File: src/rtl/reg_file_bank.sv
// Architectural register file: 31 writable 32-bit registers plus hard-wired x0,
// two combinational bypassed read ports, and a handshaked full-state dump engine.
module reg_file_bank #(
    parameter logic [31:0] SP_RESET = 32'h0000_0000
) (
    input  logic        clk,
    input  logic        reset_n,
    input  logic [31:0] rd_addr1,
    input  logic [31:0] rd_addr2,
    output logic [31:0] rd_data1,
    output logic [31:0] rd_data2,
    input  logic        wr_en,
    input  logic [31:0] wr_addr,
    input  logic [31:0] wr_data,
    input  logic        dump_req,
    input  logic        dump_ready,
    output logic        dump_valid,
    output logic [4:0]  dump_idx,
    output logic [31:0] dump_data,
    output logic        dump_done,
    output logic        busy
);

    localparam logic [1:0] ST_IDLE = 2'd0;
    localparam logic [1:0] ST_DUMP = 2'd1;
    localparam logic [1:0] ST_DONE = 2'd2;

    // Ports 0/1 serve decode; port 2 pre-reads the next dump beat.
    localparam int N_PORTS = 3;

    logic [31:0] r_regs [1:31];
    logic [31:0] w_regs [0:31];

    logic [1:0]  r_state;
    logic [4:0]  r_dump_idx;
    logic [31:0] r_dump_data;

    logic [4:0]  w_wr_idx;
    logic        w_wr_active;
    logic [4:0]  w_port_idx  [0:N_PORTS-1];
    logic        w_port_hit  [0:N_PORTS-1];
    logic [31:0] w_port_data [0:N_PORTS-1];
    logic        w_unused_addr_bits;

    assign w_wr_idx    = wr_addr[4:0];
    assign w_wr_active = wr_en && (w_wr_idx != 5'd0);

    assign w_port_idx[0] = rd_addr1[4:0];
    assign w_port_idx[1] = rd_addr2[4:0];
    // Wraps to 0 at idx 31, where the pre-read value is never captured.
    assign w_port_idx[2] = r_dump_idx + 5'd1;

    assign w_unused_addr_bits = ^{rd_addr1[31:5], rd_addr2[31:5], wr_addr[31:5]};

    assign w_regs[0] = 32'd0;

    genvar gi;
    generate
        for (gi = 1; gi < 32; gi++) begin : g_reg_view
            assign w_regs[gi] = r_regs[gi];
        end

        // A same-cycle write to the addressed register wins over the stored value.
        for (gi = 0; gi < N_PORTS; gi++) begin : g_read_port
            assign w_port_hit[gi]  = w_wr_active && (w_wr_idx == w_port_idx[gi]);
            assign w_port_data[gi] = w_port_hit[gi] ? wr_data : w_regs[w_port_idx[gi]];
        end
    endgenerate

    assign rd_data1 = w_port_data[0];
    assign rd_data2 = w_port_data[1];

    always_ff @(posedge clk or negedge reset_n) begin
        if (!reset_n) begin
            for (int i = 1; i < 32; i++) begin
                r_regs[i] <= (i == 2) ? SP_RESET : 32'd0;
            end
        end else begin
            for (int i = 1; i < 32; i++) begin
                if (wr_en && (w_wr_idx == 5'(i))) begin
                    r_regs[i] <= wr_data;
                end
            end
        end
    end

    // Beat data is captured once per handshake, so later writes do not disturb a presented beat.
    always_ff @(posedge clk or negedge reset_n) begin
        if (!reset_n) begin
            r_state     <= ST_IDLE;
            r_dump_idx  <= 5'd0;
            r_dump_data <= 32'd0;
        end else begin
            case (r_state)
                ST_IDLE: begin
                    if (dump_req) begin
                        r_state     <= ST_DUMP;
                        r_dump_idx  <= 5'd0;
                        r_dump_data <= 32'd0;
                    end
                end
                ST_DUMP: begin
                    if (dump_ready) begin
                        if (r_dump_idx == 5'd31) begin
                            r_state <= ST_DONE;
                        end else begin
                            r_dump_idx  <= w_port_idx[2];
                            r_dump_data <= w_port_data[2];
                        end
                    end
                end
                ST_DONE: begin
                    r_state <= ST_IDLE;
                end
                default: begin
                    r_state <= ST_IDLE;
                end
            endcase
        end
    end

    assign dump_valid = (r_state == ST_DUMP);
    assign dump_done  = (r_state == ST_DONE);
    assign busy       = (r_state != ST_IDLE);
    assign dump_idx   = r_dump_idx;
    assign dump_data  = r_dump_data;

endmodule

File: config.mk
export PLATFORM = sky130hd
export DESIGN_NAME = reg_file_bank
export DESIGN_NICKNAME = d
export VERILOG_FILES = /design/src/rtl/reg_file_bank.sv
export SDC_FILE = /design/constraint.sdc
export NUM_CORES = 2
export LEC_CHECK = 0
export CAP_MARGIN = 20
export CORE_ASPECT_RATIO = 1.25
export CORE_UTILIZATION = 33
export CTS_CLUSTER_DIAMETER = 100
export DETAILED_ROUTE_END_ITERATION = 16
export GPL_ROUTABILITY_DRIVEN = 0
export GPL_TIMING_DRIVEN = 0
export PLACE_DENSITY = 0.53
export SLEW_MARGIN = 10
export SYNTH_ARGS = -nofsm -noshare
export SYNTH_HDL_FRONTEND = slang
export SYNTH_SLANG_ARGS = --single-unit
File: constraint.sdc
create_clock -name clk -period 4.6 [get_ports clk]
set_input_delay 1.15 -clock clk [delete_from_list [all_inputs] [get_ports clk]]
set_output_delay 1.15 -clock clk [all_outputs]
set_load 0.01 [all_outputs]
==> out/results.txt <==
final worst clock skew - 0.03550 ns
Fin Hold WS - 0.3829 ns
chip width - 394.5 um
fmax - 206.5 MHz
top cell type by total area after synthesis - dfrtp_1
synthesis-stage register bit count - 1,031
syn avg cell area - 13.70 um^2
critical path capture point type - output pin
cell count of the worst reg-to-reg path - 10
slowest library cell on the worst path - o211ai_1
fin crit period - 4.844 ns
CP max FO - 7
top cell type's share of synthesized area - 40.59%
number of synthesis warnings - 0
LEAKAGE - 31.28 nW
Tot Pwr - 38.65 mW
CTS tree - built
Die Span Y - 492.7 um
Slew HR - 14.94%
Compound-Gate Fraction of Synth Area - 5.276%
fin. max-slew vios - 0
H-tree depth - 3
largest family of logic cells by synthesized area - multiplexers
hold buffers post-CTS - 0
drt wl/cell - 39.95 um
placed inst area - 0.06877 mm^2
final core utilization - 39.90%
Detailed Route Iter0 Violations - 6,810
total track usage - 30.81%
total global routing overflow - 0
Hold/Removal Path Class - in -> async
Synth area leaders - dfrtp_1 (41%), mux4_2 (24%), mux2_2 (19%), mux2i_1 (2.5%), nand2_1 (1.6%)
syn_nets - 4,775
CP dominant cell by count - buf_12
vias in the first global route - 49,090
final setup vio count - 21
unrepaired setup endpoints after global routing - true
Final WS setup - -0.2436 ns
die footprint - 0.1944 mm^2
Starting Density - 33.31%
Remaining DRCs - 0
top post-synthesis cells by count - mux2_2 (1,056), dfrtp_1 (1,031), mux4_2 (676), nand2_1 (275), clkbuf_1 (269)
share of layout cells above drive strength 1 - 48.45%
top-level port count - 237
Mapped Cells - 4,640
pin count of the biggest net entering global routing - 152
worst r2r src - dump_idx[1]
outcome - complete, but fails checks
Yosys cell types - 48
ANT nets after route - 0
Final Hold Fails - 0
Critical path buffers and inverters - 6
drt pass-1 iters - 8
mean number of vias per cell - 6.551
port bufs - 145
fin crit share - 105.3%
Worst Path Required - 3.45 ns
Syn Std Cell Area - 0.06356 mm^2
clk root buf - clkbuf_16
Register-to-Register Setup Slack - 0.01 ns
cell area after layout - 0.07613 mm^2
DP Cell Count - 7,351
simple-gate share of the synthesized area - 4.917%
crit-path cells - buf_12 > buf_12 > buf_12 > buf_16 > buf_16 > mux4_2 > mux2i_1 > o211ai_1 > o21ai_1 > o21ai_2 > buf_2
max cap viols - 0
Routed WL - 306,500 um
prevailing post-synth register cell - dfrtp_1
number of synthesized flops with an enable pin - 0
antenna violations before repair - 17
sequential fraction of the synthesis area - 40.59%
area growth from synthesis to layout - 19.78%
Critical Path Max Stage Delay - 0.81 ns
family with the most delay on the worst path - compound AO/OA/AOI/OAI gates
Max IR drop VDD - 0.4080 mV
Adder-Cell Fraction of Synth Area - 0.03937%
clock network latency to the later pin of the worst-skew pair - 0.78 ns
crit path kind - in -> out
Critical Path AT - 3.69 ns
PwrDens - 507.6 mW/mm^2
Worst R2R End - dump_data[15]
mux cell area share after synthesis - 45.17%
most common cell in the netlist - mux2_2
ys async rst share - 100.0%
xor/xnor share of the synthesized area - 0.3386%
Detailed Place HPWL - 219,500 um
Via Count - 50,260
TritonCTS Sinks - 1,031
Post-Layout Cell Count - 7,672
cell row count - 179
Longest Clk Path Bufs - 3
first-pass GRT wire length - 413,400 um
Critical Path Source Type - input pin
Slew @ Worst Pin - 1.276 ns
CTS Buf Count - 112
CTS clk-pin slew, worst paths - 0.06 ns
Core ar. - 0.1908 mm^2
failing checks - negative setup slack
Final nets - 5,176
## sequential cells by signal (all words and copies together), names as in the netlist
| name | count |
|---|---|
| dump_data | 32 |
| dump_idx | 5 |
| r_regs | 992 |
| r_state | 2 |
## area by class of cell
cell class                      instances  area, um^2
Clock inverter                         52       780.7
Multi-Input combinational cell       3079       35910
Clock buffer                          150        3177
Sequential cell                      1031       25800
Tap cell                             2534        3171
Fill cell                           17960      114700
Timing Repair Buffer                  293        3274
Buffer                                524        4000
Antenna cell                            9       22.52
## timing repair
| action | 4_1_cts | 5_1_grt |
|---|---|---|
| gates cloned | 6 | 2 |
| setup buffers | 70 | 38 |
| resized for setup | 835 | 92 |
| endpoints found under the setup margin | 64 | 48 |
| pin swaps | 76 | 58 |
## worst max-delay path by stage
stage | from | to | slack (ns) | depth (start not counted)
final | rd_addr1[0] | rd_data1[16] | -0.24 | 11
after global routing | rd_addr1[0] | rd_data1[16] | -0.18 | 11
after CTS | rd_addr1[0] | rd_data1[5] | -0.15 | 9
after detailed placement | rd_addr1[3] | rd_data1[18] | -2.48 | 8
after global placement | reset_n | r_regs[131] | -46.96 | 1
after floorplan | rd_addr1[1] | rd_data1[14] | 0.45 | 6
## power by group
part / switching, mW / total (mW) / internal [mW]
Sequential: 1.97 / 12.9 / 10.9
Clock: 4.21 / 10.1 / 5.84
Combinational: 9.05 / 15.7 / 6.67
## cells by family (layout without fill, tap and decap cells)
kind of cell / count (synthesis) / after routing
xor gates and xnor gates: 19 / 19
and+or+nand+nor: 705 / 705
DFF: 1031 / 1031
adders and majority gates: 2 / 2
buffers and inverters: 530 / 1019
muxes: 1891 / 1891
other: 0 / 9
AOI/OAI and AO/OA: 462 / 462
## metal layers
layer / global-route usage (%) / routed length [um] / part of all wire [%] / up-vias
met3: 10.44 / 37430 / 12 / 1058
met2: 45.89 / 134200 / 44 / 3715
met1: 37.72 / 110300 / 36 / 26520
li1: - / - / - / 18960
met4: 20.92 / 24500 / 8.0 / 8
met5: 0 / 66 / 0.022 / -
## per-stage QoR
step	TNS (ns)	setup WS [ns]
after floorplan	0	0.4515
after global placement	-	-46.96
after detailed placement	-120.92	-2.484
after CTS	-0.3901	-0.1462
after global routing	-1.324	-0.1768
final	-1.473	-0.2436
## placed cells by master (no fill, tap or decap), types with 32 or more instances in the layout
cell / Yosys / routed
nor3_1: 33 / 33
mux4_2: 676 / 676
nand3_1: 71 / 70
clkbuf_8: 0 / 42
o211ai_1: 65 / 65
clkbuf_16: 0 / 121
a22oi_1: 63 / 51
a22o_1: 94 / 94
clkbuf_1: 269 / 208
o21ai_2: 0 / 55
o21ai_1: 0 / 39
buf_4: 28 / 108
buf_12: 0 / 62
nand4_1: 60 / 60
clkbuf_2: 0 / 32
buf_1: 56 / 45
buf_8: 0 / 32
buf_6: 3 / 45
mux2_2: 1056 / 1056
nand2_1: 275 / 275
nor2_1: 200 / 200
buf_2: 174 / 106
clkdlybuf4s50_1: 0 / 74
dfrtp_1: 1031 / 1031
mux2i_1: 159 / 159
No activity file was read; power rests on OpenSTA's default activity.
